--- config.mk ---
export PLATFORM = sky130hd
export DESIGN_NAME = dshot_rx
export DESIGN_NICKNAME = d
export VERILOG_FILES = /design/src/rtl/dshot_rx.sv
export SDC_FILE = /design/constraint.sdc
export NUM_CORES = 1
export LEC_CHECK = 0
export ABC_AREA = 1
export CAP_MARGIN = 5
export CORE_MARGIN = 1.5
export CORE_UTILIZATION = 52
export DETAILED_ROUTE_END_ITERATION = 10
export DONT_BUFFER_PORTS = 1
export GPL_TIMING_DRIVEN = 0
export PLACE_DENSITY_LB_ADDON = 0.1
export SLEW_MARGIN = 30
export SYNTH_ARGS = -nofsm -noshare
export SYNTH_HDL_FRONTEND = slang
export SYNTH_SLANG_ARGS = --single-unit
--- constraint.sdc ---
create_clock -name clk -period 5.1 [get_ports clk]
set_input_delay 0.765 -clock clk [delete_from_list [all_inputs] [get_ports clk]]
set_output_delay 0.765 -clock clk [all_outputs]
set_load 0.005 [all_outputs]
--- src/rtl/dshot_rx.sv ---
// DShot frame receiver: measures each active pulse width in clk cycles and decodes
// 16-bit frames at a runtime-selected rate, with optional inverted (bidirectional) line.
`timescale 1ns/1ps
module dshot_rx #(
  parameter int CLK_HZ   = 48000000,
  parameter int GAP_BITS = 2
) (
  input  logic        clk,
  input  logic        reset,
  input  logic        din,
  input  logic [1:0]  rate_sel,
  input  logic        invert,
  output logic        frame_valid,
  output logic [10:0] throttle,
  output logic [5:0]  command,
  output logic        is_command,
  output logic        telemetry_req,
  output logic        crc_err,
  output logic        frame_err,
  output logic        busy
);
  localparam int P_SLOW = CLK_HZ / 150000;
  localparam int CW     = $clog2(GAP_BITS * P_SLOW + 1) + 1;

  function automatic int bit_period(input int r);
    case (r)
      0:       return CLK_HZ / 150000;
      1:       return CLK_HZ / 300000;
      2:       return CLK_HZ / 600000;
      default: return CLK_HZ / 1200000;
    endcase
  endfunction

  typedef enum logic [1:0] {IDLE, HIGH, LOW, DECODE} state_t;

  state_t        r_state, w_state_next;
  logic [1:0]    r_sync;
  logic          r_act, r_act_d;
  logic [1:0]    r_rate;
  logic [CW-1:0] r_cnt;
  logic [4:0]    r_bitcnt;
  logic [15:0]   r_shift;
  logic          r_frame_valid, r_crc_err, r_frame_err;
  logic [10:0]   r_throttle;
  logic [5:0]    r_command;
  logic          r_is_command, r_telemetry;

  logic [CW-1:0] w_th_tab [4];
  logic [CW-1:0] w_minw_tab [4];
  logic [CW-1:0] w_maxw_tab [4];
  logic [CW-1:0] w_to_tab [4];

  genvar gi;
  generate
    for (gi = 0; gi < 4; gi++) begin : g_rate
      assign w_th_tab[gi]   = CW'(bit_period(gi) / 2);
      assign w_minw_tab[gi] = CW'(bit_period(gi) / 8);
      assign w_maxw_tab[gi] = CW'((7 * bit_period(gi)) / 8);
      assign w_to_tab[gi]   = CW'(GAP_BITS * bit_period(gi));
    end
  endgenerate

  logic          w_act, w_rise, w_fall;
  logic [CW-1:0] w_th, w_minw, w_maxw, w_to;
  logic [10:0]   w_value;
  logic [3:0]    w_crc;
  logic          w_crc_ok;

  assign w_act    = r_sync[1] ^ invert;
  assign w_rise   = r_act & ~r_act_d;
  assign w_fall   = ~r_act & r_act_d;
  assign w_th     = w_th_tab[r_rate];
  assign w_minw   = w_minw_tab[r_rate];
  assign w_maxw   = w_maxw_tab[r_rate];
  assign w_to     = w_to_tab[r_rate];
  assign w_value  = r_shift[15:5];
  assign w_crc    = r_shift[7:4] ^ r_shift[11:8] ^ r_shift[15:12] ^ {4{invert}};
  assign w_crc_ok = (w_crc == r_shift[3:0]);

  // Synchronizer idles at the inactive line level so leaving reset never looks like an edge.
  always_ff @(posedge clk) begin
    if (reset) begin
      r_sync  <= {2{invert}};
      r_act   <= 1'b0;
      r_act_d <= 1'b0;
    end else begin
      r_sync  <= {r_sync[0], din};
      r_act   <= w_act;
      r_act_d <= r_act;
    end
  end

  logic w_start, w_cnt_one, w_cnt_clr, w_cnt_inc, w_shift_en;
  logic w_good, w_bad_crc, w_bad_frame;

  always_comb begin
    w_state_next = r_state;
    w_start      = 1'b0;
    w_cnt_one    = 1'b0;
    w_cnt_clr    = 1'b0;
    w_cnt_inc    = 1'b0;
    w_shift_en   = 1'b0;
    w_good       = 1'b0;
    w_bad_crc    = 1'b0;
    w_bad_frame  = 1'b0;
    case (r_state)
      IDLE: begin
        if (w_rise) begin
          w_state_next = HIGH;
          w_start      = 1'b1;
        end
      end
      HIGH: begin
        if (w_fall) begin
          if (r_cnt < w_minw || r_cnt > w_maxw) begin
            w_bad_frame  = 1'b1;
            w_state_next = IDLE;
          end else begin
            w_shift_en   = 1'b1;
            w_cnt_clr    = 1'b1;
            w_state_next = (r_bitcnt == 5'd15) ? DECODE : LOW;
          end
        end else if (r_cnt > w_maxw) begin
          w_bad_frame  = 1'b1;
          w_state_next = IDLE;
        end else begin
          w_cnt_inc = 1'b1;
        end
      end
      LOW: begin
        if (w_rise) begin
          w_state_next = HIGH;
          w_cnt_one    = 1'b1;
        end else if (r_cnt >= w_to) begin
          w_bad_frame  = 1'b1;
          w_state_next = IDLE;
        end else begin
          w_cnt_inc = 1'b1;
        end
      end
      DECODE: begin
        w_state_next = IDLE;
        if (w_crc_ok) w_good = 1'b1;
        else          w_bad_crc = 1'b1;
      end
      default: w_state_next = IDLE;
    endcase
  end

  always_ff @(posedge clk) begin
    if (reset) r_state <= IDLE;
    else       r_state <= w_state_next;
  end

  // The rising-edge cycle itself is counted, so r_cnt equals the pulse width at the fall.
  always_ff @(posedge clk) begin
    if (reset) begin
      r_rate        <= 2'd0;
      r_cnt         <= '0;
      r_bitcnt      <= 5'd0;
      r_shift       <= 16'd0;
      r_frame_valid <= 1'b0;
      r_crc_err     <= 1'b0;
      r_frame_err   <= 1'b0;
      r_throttle    <= 11'd0;
      r_command     <= 6'd0;
      r_is_command  <= 1'b0;
      r_telemetry   <= 1'b0;
    end else begin
      if (w_start) begin
        r_rate   <= rate_sel;
        r_bitcnt <= 5'd0;
        r_cnt    <= CW'(1);
      end else if (w_cnt_one) begin
        r_cnt <= CW'(1);
      end else if (w_cnt_clr) begin
        r_cnt <= '0;
      end else if (w_cnt_inc && r_cnt != '1) begin
        r_cnt <= r_cnt + 1'b1;
      end
      if (w_shift_en) begin
        r_shift  <= {r_shift[14:0], (r_cnt > w_th)};
        r_bitcnt <= r_bitcnt + 5'd1;
      end
      r_frame_valid <= w_good;
      r_crc_err     <= w_bad_crc;
      r_frame_err   <= w_bad_frame;
      if (w_good) begin
        r_is_command <= (w_value < 11'd48);
        r_throttle   <= (w_value >= 11'd48) ? (w_value - 11'd48) : 11'd0;
        r_command    <= (w_value < 11'd48) ? w_value[5:0] : 6'd0;
        r_telemetry  <= r_shift[4];
      end
    end
  end

  assign frame_valid   = r_frame_valid;
  assign crc_err       = r_crc_err;
  assign frame_err     = r_frame_err;
  assign throttle      = r_throttle;
  assign command       = r_command;
  assign is_command    = r_is_command;
  assign telemetry_req = r_telemetry;
  assign busy          = (r_state != IDLE);
endmodule

### Word level (Yosys, flattened, before mapping)

Index checks and enable logic that the tools add are counted.

| word-level totals | value |
|---|---|
| register bits after elaboration | 62 |
| bits in latches | 0 |
| bits in writable memories | 0 |
| bits in read-only memories | 0 |
| input port bits | 6 |
| output and inout bits | 23 |
| word-level logic and storage cells | 103 |
| memories | 0 |

| operators by class | value |
|---|---|
| add/sub/neg operators | 3 |
| multiply operators | 0 |
| divide/modulo/power cells | 0 |
| $lt $le $gt $ge | 7 |
| equal/unequal tests | 9 |
| shift operators | 0 |
| muxes and demuxes | 49 |
| bitwise logic cells | 10 |
| reductions and logical operators | 9 |

Operator list:

| cell | count |
|---|---|
| 11-bit 2-to-1 mux | 9 |
| 11-bit binary-select mux with 2-bit select | 4 |
| 1-bit 2-to-1 mux | 23 |
| 11-bit > comparator | 2 |
| 2-bit 2-to-1 mux | 7 |
| 4-bit XOR | 3 |
| 11-bit by 1-bit adder with 11-bit output, second input constant | 1 |
| 11-bit greater-or-equal comparator | 1 |
| 11-bit by 6-bit greater-or-equal comparator with 1-bit output, second input constant | 1 |
| 11-bit < comparator | 1 |
| 11-bit by 6-bit < comparator with 1-bit output, second input constant | 1 |
| 11-bit inequality test, second input constant | 1 |
| 11-bit by 6-bit subtractor with 11-bit output, second input constant | 1 |
| 5-bit 2-to-1 mux | 2 |
| 2-bit one-hot mux with 4 select lines | 1 |
| 6-bit 2-to-1 mux | 1 |
| 3-bit inequality test, second input constant | 2 |
| 5-bit by 1-bit adder with 5-bit output, second input constant | 1 |
| 5-bit by 4-bit == test with 1-bit output, second input constant | 1 |
| 2-bit == test, second input constant | 2 |
| 4-bit == test | 1 |
| 1-bit one-hot mux with 2 select lines | 2 |
| 2-bit nonzero test | 2 |
| 4-bit nonzero test | 1 |
| other kinds (13) | 16 |

### Depth between registers and ports, before layout

Gate-level depths: netlist of run 1.

| depth | value |
|---|---|
| depth in word-level cells | 13 |
| mapped depth | 18 |
| depth with buffers taken out | 18 |

### Worst setup path after synthesis of run 1

No wires, ideal clock.

| path | value |
|---|---|
| kind | register to register |
| from | reg r_rate[0] |
| to | reg r_cnt[2] |
| setup time | 118 ps |
| arrival | 2060 ps |
| required time | 4982 ps |
| setup slack | 2922 ps |
| stages on the path, launching flop included | 19 |
| buffers on the path | 1 |
| clock period less this slack | 2178 ps |
| cells stage by stage | dfxtp_1 > inv_1 > ha_1 > inv_1 > ha_1 > nand2_1 > inv_1 > nand2_1 > nor2_1 > nand2_1 > nand3_1 > nand2_1 > nand3_1 > nand2_1 > nand2_1 > buf_2 > nor2_1 > o21bai_1 > nor2_1 |

| on the way | value |
|---|---|
| word-level cells in the longest chain between the ends | 10 |
| elaborated cells on any way between the ends | 24 |
| those cells by class | order compare (3); mux (17); bitwise (1); reduce/logical (3) |

RTL lines:

| element | RTL line | text |
|---|---|---|
| from (decl) | 39 | `logic [1:0] r_rate;` |
| from (signal assigned) | 171 | `r_rate <= rate_sel;` |
| 2-bit NOT with 3-bit output (not written as such) * | 73, 74, 75 |  |
| 11-bit binary-select mux with 2-bit select (on tied branches) | 73, 74 |  |
| 11-bit 2-to-1 mux (on tied branches) (2 in series) | 73, 74 |  |
| 11-bit < comparator or 11-bit > comparator (tied branches) | 115, 123 |  |
| 1-bit logical OR | 115 | `if (r_cnt < w_minw \|\| r_cnt > w_maxw) begin` |
| 1-bit 2-to-1 mux | 115 |  |
| 1-bit 2-to-1 mux | 114 | `if (w_fall) begin` |
| 1-bit 2-to-1 mux | 106 | `case (r_state)` |
| 4-bit OR reduction (no line) | -- |  |
| to (signal assigned) | 179 | `r_cnt <= r_cnt + 1'b1;` |
| to (decl) | 40 | `logic [CW-1:0] r_cnt;` |

Mark *: on every way between the ends. The rest lies on a longest branch, timed or not. The select of a mux whose other input is x is not followed.
A chain may end at the register's enable or synchronous reset.

### Worst setup path in the final report of run 1

Ends and elaborated chain as after synthesis.

==> key figures, run 1 <==
Floorplanning
  – # IOs: 29
  – Die height: 86.7 µm
  – Rows: 30
  – Die width: 86.7 µm
  – Die Footprint: roughly 0.0075 mm²
  – Initial Util: between 50% and 60%
  – Core area: 0.00679 mm²

Power and ir drop
  – Cell Pwr Density: approximately 290 mW/mm²
  – Design Power: 1.15 mW
  – Leakage: about 1.8 nW
  – VDD IR max: roughly 310 µV

CTS
  – Post-CTS Resized: 0
  – Worst skew pair latency: 340 ps
  – TritonCTS clock tree: built
  – Root buf cell: clkbuf_8
  – Post-CTS Setup Bufs: 0
  – Post-CTS Hold Fix Bufs: 0
  – Clock-pin transition on the worst setup and hold timing paths: 70 ps
  – Max clock buf depth: 2
  – CTS H-Tree Depth: 3
  – Clock buffer count from CTS: 9
  – Clock Sinks: 62

Drt
  – DRT iter0 DRCs: about 150
  – Via-to-Cell Ratio: 5.14
  – Routed len/inst: 13.5 µm
  – Drt pass-1 iters: 4
  – DR DRC count: 0
  – Vias: 3195
  – DRT antenna net count: 0
  – Routed WL: 8380 µm

GRT
  – Largest net degree at the start of global routing: 12
  – Initial antenna violation count: 0
  – Met3 Resource Use GR: 5.33%
  – Routing usage on met1: 31.9%
  – GRT Util Overall: 24.2%
  – GR peak layer: met2
  – First-pass GRT wire length: 14000 µm
  – Total grt overflow: 0
  – Vias in the first global route: 2984
  – Met2 Resource Use GR: 38.8%

Placement
  – Setup WS pre-CTS: 2400 ps
  – Gp weighted congestion: 0.912
  – Hpwl dp: 6300 µm
  – Port-buffer cells: 0

Yosys
  – Post-Syn Area: 0.00365 mm²
  – Netlist cell types: 25
  – Mean Syn Cell Area: 7.15 µm²
  – Register bit total from synthesis: 62
  – Yosys warns: 0
  – Sequential fraction of the synthesis area: 34.0%
  – Synthesized instance count: 510
  – Post-Syn Nets: 556

Status
  – Status: completed

Run
  – Maxcap violations: 0

Worst setup path
  – Top cell family by delay on the critical path: simple AND/OR/NAND/NOR gates
  – Worst Path Required: 5380 ps
  – Most frequent cell on the critical path: nand2_1
  – CP startpoint kind: flop
  – Arrival @ worst endpoint: 2980 ps
  – Worst-path maximum fanout: 10
  – Critical path buffers and inverters: 4
  – CP Capture Type: flop
  – Worst Path Class, Setup: reg -> reg
  – Slowest-stage cell, CP: dfxtp_1
  – CP cell instances: inv_1 -> ha_1 -> inv_1 -> ha_1 -> nand2_1 -> inv_1 -> nand2_1 -> nor2_1 -> nand2_1 -> nand3_1 -> nand2_1 -> nand3_1 -> buf_2 -> nand3_2 -> o21bai_1 -> nor2_1
  – CP max stage delay: approximately 330 ps

STA
  – Worst hold margin: 424 ps
  – Crit share post-route: between 50% and 60%
  – Final worst slack: 2400 ps
  – Fmax achieved: 0.371 GHz
  – Period minus WS final: 2700 ps
  – Final setup vio count: 0
  – RSZ-0062 raised after global routing: no
  – Final hold vios: 0
  – Worst Tran Pin Value: 565 ps
  – Final Skew: 6.01 ps
  – Worst slew margin: 62.3%
  – TNS Setup: 0 ps
  – Final slew viol count: 0

Cells and area
  – FF+latch area: 0.00124 mm²
  – Filler instances: 694
  – Multi-input logic area: roughly 0.0021 mm²
  – Number of antenna diodes: 0
  – Ratio of cells with drive above 1 in the final layout: 5.89%
  – NumNets Final: roughly 570
  – Area delta synth->final: 9.68%
  – Core Util, Final: between 50% and 60%

Worst hold path
  – Min-delay worst type: reg -> reg
cell usage after synthesis:
master / instances / area (µm²)
nand2_1: 111 / 417
o2111ai_1: 1 / 8.76
o21a_1: 1 / 7.51
o21ai_0: 26 / 130
o21ai_1: 3 / 15.0
inv_1: 67 / 251
inv_2: 2 / 7.51
nor3_1: 11 / 55.1
clkbuf_1: 5 / 18.8
xnor2_1: 9 / 78.8
or2_2: 2 / 12.5
nand3_2: 1 / 10.0
o21bai_1: 1 / 7.51
ha_1: 40 / 500
nand4_1: 12 / 75.1
buf_2: 7 / 35.0
nand3_4: 1 / 17.5
nor2_4: 2 / 22.5
a21oi_1: 54 / 270
nor3b_1: 1 / 7.51
nand3_1: 32 / 160
buf_1: 2 / 7.51
dfxtp_1: 62 / 1240
nor2_1: 42 / 158
xor2_1: 15 / 131
final timing paths:
path	from	endpoint	slack (ps)	depth (start not counted)
max	r_rate[0]	r_cnt[2]	2400	16
min	r_sync[0]	r_sync[1]	420	2
min reg2reg	r_sync[0]	r_sync[1]	420	2
max reg2reg	r_rate[0]	r_cnt[2]	2400	16
metrics by stage:
stage	area, µm²	cells
global route	4000	622
detailed placement	3770	606
finish	4000	622
floorplan	3650	510
CTS	4000	622
global placement	3770	606
worst register-to-register path, delay by kind of cell (launching register included):
| kind | cells | cell delay, ps |
|---|---|---|
| flops | 1 | 330 |
| compound gates | 1 | 230 |
| fa+ha+maj | 2 | 540 |
| simple gates | 9 | 940 |
| buf+inv | 4 | 600 |
layout make-up:
type                       instances  share of cell area [%]
inverter                          69                    6.48
tap                               96                    3.00
buffer                            14                    1.53
clock inverter                     5                    2.03
clock buffer                      11                    3.79
sequential                        62                    31.0
multi-input combinational        365                    52.1
state kept, by name (all words and copies together), names as in the netlist:
name and count:
crc_err 1, r_cnt 11, frame_valid 1, command 6
r_state 2, r_shift 16, r_rate 2, telemetry_req 1
is_command 1, throttle 11, r_sync 2, r_act 1
r_act_d 1, frame_err 1, r_bitcnt 5
power by group:
group          internal, mW  leakage, nW  switching (mW)
logic                0.0493         1.14          0.0993
registers             0.492        0.501         0.00783
clock network         0.302        0.116           0.199
total                 0.843         1.75           0.307
kinds of logic (layout without fill, tap and decap cells):
| kind of cell | after synthesis | in the layout | share of synthesized area, % |
|---|---|---|---|
| buffers and inverters | 83 | 99 | 8.79 |
| flip-flops | 62 | 62 | 34.0 |
| adder cells (fa/ha/maj) | 40 | 40 | 13.7 |
| AND/OR/NAND/NOR | 215 | 215 | 25.6 |
| XOR/XNOR | 24 | 24 | 5.77 |
| AO/OA/AOI/OAI | 86 | 86 | 12.0 |
layer usage:
| layer | wire length, µm | vias to the layer above |
|---|---|---|
| li1 | - | 1671 |
| met1 | 3930 | 1457 |
| met5 | 0 | - |
| met4 | 95 | 0 |
| met2 | 4020 | 57 |
| met3 | 333 | 10 |
cells in the final DEF (no fill, tap or decap):
cell / netlist / final
o2111ai_1: 1 / 1
nand3_2: 1 / 1
buf_2: 7 / 7
xor2_1: 15 / 15
xnor2_1: 9 / 9
nand2_1: 111 / 111
o21a_1: 1 / 1
clkinv_4: 0 / 1
buf_1: 2 / 2
clkinvlp_4: 0 / 1
nor3_1: 11 / 11
nor2_4: 2 / 2
nor2_1: 42 / 42
o21ai_0: 26 / 26
ha_1: 40 / 40
bufinv_16: 0 / 2
inv_1: 67 / 67
nand3_1: 32 / 32
dfxtp_1: 62 / 62
a21oi_1: 54 / 54
o21ai_1: 3 / 3
or2_2: 2 / 2
inv_2: 2 / 2
nand4_1: 12 / 12
nand3_4: 1 / 1
clkbuf_1: 5 / 5
o21bai_1: 1 / 1
nor3b_1: 1 / 1
clkinv_2: 0 / 1
clkbuf_8: 0 / 11
No activity file was read; power rests on OpenSTA's default activity.
==> run 2: changes to the inputs <==
==> constraint.sdc (replaced) <==
create_clock -name clk -period 2.39 [get_ports clk]
set_input_delay 0.3585 -clock clk [delete_from_list [all_inputs] [get_ports clk]]
set_output_delay 0.3585 -clock clk [all_outputs]
set_load 0.005 [all_outputs]
==> key figures, run 2 (synthesized netlist as in run 1, its figures left out) <==
Floorplanning
  – Die width: approximately 87 µm
  – Rows: 30
  – # IOs: 29
  – Initial Util: 53.7%
  – Core area: 0.00679 mm²
  – Die Footprint: between 0.007 and 0.008 mm²
  – Die height: 86.7 µm

STA
  – Worst Tran Pin Value: 580 ps
  – RSZ-0062 raised after global routing: yes
  – Final slew viol count: 0
  – Final worst slack: 113 ps
  – TNS Setup: 0 ps
  – Final Skew: 7.84 ps
  – Worst slew margin: 61.4%
  – Final hold vios: 0
  – Period minus WS final: ~2300 ps
  – Fmax achieved: 0.439 GHz
  – Crit share post-route: between 90% and 100%
  – Final setup vio count: 0
  – Worst hold margin: 119 ps

Power and ir drop
  – Design Power: around 2.5 mW
  – Cell Pwr Density: 602 mW/mm²
  – Leakage: 1.82 nW
  – VDD IR max: 672 µV

Worst setup path
  – Arrival @ worst endpoint: between 2000 and 3000 ps
  – Critical R2R Capture: r_cnt[6]
  – CP Capture Type: flop
  – Worst-path maximum fanout: 7
  – CP startpoint kind: flop
  – Critical R2R Launch: r_rate[1]
  – Reg2Reg Depth: 18
  – Worst Path Class, Setup: reg -> reg
  – Worst Path Required: 2630 ps
  – Reg2reg setup slack: approximately 110 ps

Cells and area
  – Area delta synth->final: 15.9%
  – Number of antenna diodes: 0
  – Max reg flops: 16
  – Ratio of cells with drive above 1 in the final layout: 12.2%
  – Commonest non-fill, non-tap cells in the layout: nand2_1 (107), dfxtp_1 (60), inv_1 (59)
  – Final Instance Area: 0.00423 mm²
  – Non-filler instance count after layout: 630
  – Most common cell after layout, fill and taps aside: nand2_1
  – NumNets Final: 575
  – Core Util, Final: 62.2%
  – Reg with most FFs: r_shift

Placement
  – Hpwl dp: 6300 µm
  – Setup WS pre-CTS: -313 ps
  – Cell Area, Placed: around 0.0038 mm²
  – Placed insts: 606
  – Gp weighted congestion: 0.912
  – Port-buffer cells: 0

CTS
  – Root buf cell: clkbuf_8
  – Clock-pin transition on the worst setup and hold timing paths: ~70 ps
  – Post-CTS Hold Fix Bufs: 0
  – Clock Sinks: 62
  – TritonCTS clock tree: built
  – Max clock buf depth: 2
  – Clock buffer count from CTS: 9
  – CTS H-Tree Depth: 3
  – Worst skew pair latency: 350 ps

Worst hold path
  – Hold path startpoint: din
  – Hold path endpoint: r_sync[0]
  – Hold path depth: 2
  – Min-delay worst type: in -> reg

Status
  – Status: completed

Drt
  – Routed len/inst: 13.8 µm
  – M1 WL: around 4100 µm
  – Drt pass-1 iters: 4
  – Max Used Layer: met4
  – DRT iter0 DRCs: 161
  – Vias: ~3300
  – DR DRC count: 0
  – Met2 WL: 4120 µm
  – DRT antenna net count: 0
  – Via-to-Cell Ratio: roughly 5.2
  – Routed WL: just under 9000 µm
  – DR WL met3: between 300 and 400 µm

GRT
  – Total grt overflow: 0
  – Vias in the first global route: 3005
  – Initial antenna violation count: 0
  – GRT Util Overall: 24.3%
  – First-pass GRT wire length: roughly 14000 µm
  – Largest net degree at the start of global routing: 12

Run
  – Maxcap violations: 0
-- run 2: worst max-delay path by stage --
stage / start / endpoint / slack, ps / cells after the start
global placement: r_rate[0] / r_cnt[2] / -250 / 16
floorplan: r_rate[0] / r_cnt[2] / 210 / 18
detailed placement: r_rate[0] / r_cnt[2] / -310 / 16
finish: r_rate[1] / r_cnt[6] / 110 / 18
global route: r_rate[1] / r_cnt[8] / -50 / 18
CTS: r_rate[1] / r_cnt[4] / 20 / 16
-- run 2: cell type report --
| type | instances | area [µm²] |
|---|---|---|
| Fill cell | 656 | 2570 |
| Multi-Input combinational cell | 365 | 2180 |
| Sequential cell | 62 | 1250 |
| Inverter | 69 | 273 |
| Clock buffer | 11 | 151 |
| Tap cell | 96 | 120 |
| Timing Repair Buffer | 8 | 85.1 |
| Buffer | 14 | 83.8 |
| Clock inverter | 5 | 81.3 |
-- run 2: power by group --
part | switching [mW] | internal [mW]
clock | 0.431 | 0.644
combinational | 0.245 | 0.148
sequential | 0.0231 | 1.05
-- run 2: layer usage --
layer  vias to the layer above  GRT usage (%)
met5                         -              0
met3                        20           5.33
li1                       1689              -
met1                      1510           32.0
met4                         0           9.09
met2                        68           39.0
-- run 2: worst max-delay path, stage by stage, from the launching register on --
cell and delay (ps):
dfxtp_4 380, inv_4 80, ha_4 150, inv_4 50, ha_1 290, nand2_1 50
inv_1 50, nand2_1 90, nor2_2 140, nand2_1 70, nand3_1 80, nand2_2 90
nand3_2 90, nand2_4 60, nand2_4 110, clkinvlp_4 120, buf_12 150, nand3_1 60
a21oi_1 60
-- run 2: repair_timing --
action | CTS | global route
endpoints found under the hold margin | 0 | 0
pin swaps | 0 | 5
resized for setup | 11 | 38
endpoints found under the setup margin | 33 | 32
cloned | 0 | 0
setup buffers | 2 | 6
==> run 3: changes to the inputs <==
--- a/config.mk
+++ b/config.mk
@@ -7,6 +7,7 @@
 export LEC_CHECK = 0
 export ABC_AREA = 1
 export CAP_MARGIN = 5
+export CORE_ASPECT_RATIO = 0.9
 export CORE_MARGIN = 1.5
 export CORE_UTILIZATION = 52
 export DETAILED_ROUTE_END_ITERATION = 10
==> key figures, run 3 (synthesized netlist as in run 1, its figures left out) <==
Status
  – Status: completed

STA
  – Worst hold margin: 126 ps
  – Period minus WS final: about 2200 ps
  – Crit share post-route: a little over nine tenths
  – Final slew viol count: 0
  – Fmax achieved: 0.446 GHz
  – Worst slew margin: 58.2%
  – Final worst slack: 148 ps
  – Final Skew: between 10 and 15 ps
  – Worst Tran Pin Value: 621 ps
  – Final setup vio count: 0
  – Final hold vios: 0

CTS
  – Clock-pin transition on the worst setup and hold timing paths: 60 ps
  – Clock Sinks: 62
  – CTS H-Tree Depth: 3
  – Root buf cell: clkbuf_8
  – Max clock buf depth: 2
  – Clock buffer count from CTS: 9
  – TritonCTS clock tree: built
  – Worst skew pair latency: 350 ps
  – Post-CTS Hold Fix Bufs: 0

Worst setup path
  – CP max stage delay: 400 ps
  – Worst Path Required: 2670 ps
  – Slowest-stage cell, CP: dfxtp_4
  – CP Capture Type: flop
  – CP startpoint kind: flop
  – CP cell instances: inv_4 -> ha_4 -> nor2_2 -> ha_1 -> nand2_1 -> nor2_1 -> nand3_1 -> o2111ai_2 -> nand3_4 -> buf_6 -> nand3_4 -> o21bai_1 -> nor2_1
  – Beginning of the critical path: r_rate[1]
  – Worst Path Class, Setup: reg -> reg
  – Worst-path maximum fanout: 7
  – Arrival @ worst endpoint: 2520 ps
  – Critical R2R Launch: r_rate[1]

Cells and area
  – Reg with most FFs: r_shift
  – NumNets Final: roughly 570
  – Ratio of cells with drive above 1 in the final layout: 11.9%
  – FF+latch area: between 0.001 and 0.0015 mm²
  – Number of antenna diodes: 0
  – Filler instances: 614
  – Commonest non-fill, non-tap cells in the layout: nand2_1 (107), dfxtp_1 (60), inv_1 (59)
  – Most common cell after layout, fill and taps aside: nand2_1
  – Multi-input logic area: 0.00223 mm²
  – Max reg flops: 16
  – Non-filler instance count after layout: around 620
  – Area delta synth->final: 14.8%

Drt
  – Vias: 3271
  – DR DRC count: 0
  – DRT antenna net count: 0
  – DRT iter0 DRCs: 221
  – Via-to-Cell Ratio: about 5.3
  – Routed len/inst: 14.3 µm
  – Routed WL: 8860 µm
  – Drt pass-1 iters: 4

Placement
  – Placed insts: 600
  – Setup WS pre-CTS: -295 ps
  – Port-buffer cells: 0
  – Gp weighted congestion: between 0.9 and 1
  – Hpwl dp: 6490 µm

Floorplanning
  – Core area: approximately 0.0067 mm²
  – # IOs: 29
  – Initial Util: 54.5%
  – Die height: roughly 80 µm
  – Die width: between 90 and 100 µm
  – Rows: 28
  – Die Footprint: 0.00752 mm²

Power and ir drop
  – VDD IR max: 285 µV
  – Cell Pwr Density: 572 mW/mm²
  – Leakage: between 1.5 and 2 nW

GRT
  – First-pass GRT wire length: 14400 µm
  – Vias in the first global route: 2968
  – GRT Util Overall: between 20 and 25%
  – Initial antenna violation count: 0
  – Largest net degree at the start of global routing: 11
  – Total grt overflow: 0

Worst hold path
  – Hold path startpoint: din
  – Min-delay worst type: in -> reg

Run
  – Maxcap violations: 0
==> run 3: cell count changes in the layout (fill, tap and decap cells not counted), sizes merged <==
cell	change
buf	-4
bufinv	-1
clkbuf	+1
clkinv	+1
clkinvlp	-2
inv	+1
nand3	+1
==> run 3: cell type report <==
class                           instances  area share, %
Clock buffer                           12           3.71
Sequential cell                        62           29.8
Timing Repair Buffer                    4           1.02
Inverter                               69           6.37
Multi-Input combinational cell        366           53.2
Clock inverter                          4           1.08
Buffer                                 14           2.09
Tap cell                               90           2.69
==> run 3: power by group <==
group          switching [mW]  internal (mW)
Sequential             0.0209           1.05
Combinational           0.244          0.140
Clock                   0.403          0.533
==> run 3: worst paths after layout <==
path | endpoint | slack, ps | depth (start not counted)
setup / recovery | r_cnt[2] | 150 | 13
hold / removal | r_sync[0] | 130 | 2
setup reg to reg | r_cnt[2] | 150 | 13
hold reg to reg | r_sync[1] | 430 | 2
==> run 3: stage by stage <==
stage / util [%] / total power [mW] / cell area [µm²] / setup TNS, ps
2_1_floorplan: - / 1.33 / 3650 / 0
3_3_place_gp: 56.2 / 1.40 / 3760 / -4430
3_5_place_dp: 56.2 / 1.41 / 3760 / -5140
4_1_cts: 59.9 / 2.35 / 4010 / 0
5_1_grt: 62.5 / 2.51 / 4180 / -24.1
6_report: 62.5 / 2.39 / 4180 / 0
==> run 3: what timing repair did <==
action | 4_1_cts | 5_1_grt
endpoints found under the setup margin | 32 | 33
pin swaps | 0 | 1
buffers inserted | 2 | 2
endpoints found under the hold margin | 0 | 0
cloned | 0 | 1
resized for setup | 15 | 36
==> run 3: metal layers <==
metal / share of wire, % / GRT usage [%] / up-vias
met5: 0 / 0 / -
met4: 0.65 / 5.47 / 0
met3: 5.8 / 6.68 / 6
met2: 43 / 37.8 / 74
met1: 50 / 34.5 / 1494
li1: - / - / 1697
==> run 3: critical path, delay by kind of cell, from the launching register on <==
kind | cells | cell delay [ps]
AND/OR/NAND/NOR | 7 | 730
adder cells (fa/ha/maj) | 2 | 440
buffers and inverters | 2 | 220
flip-flops | 1 | 400
AO/OA/AOI/OAI | 2 | 400
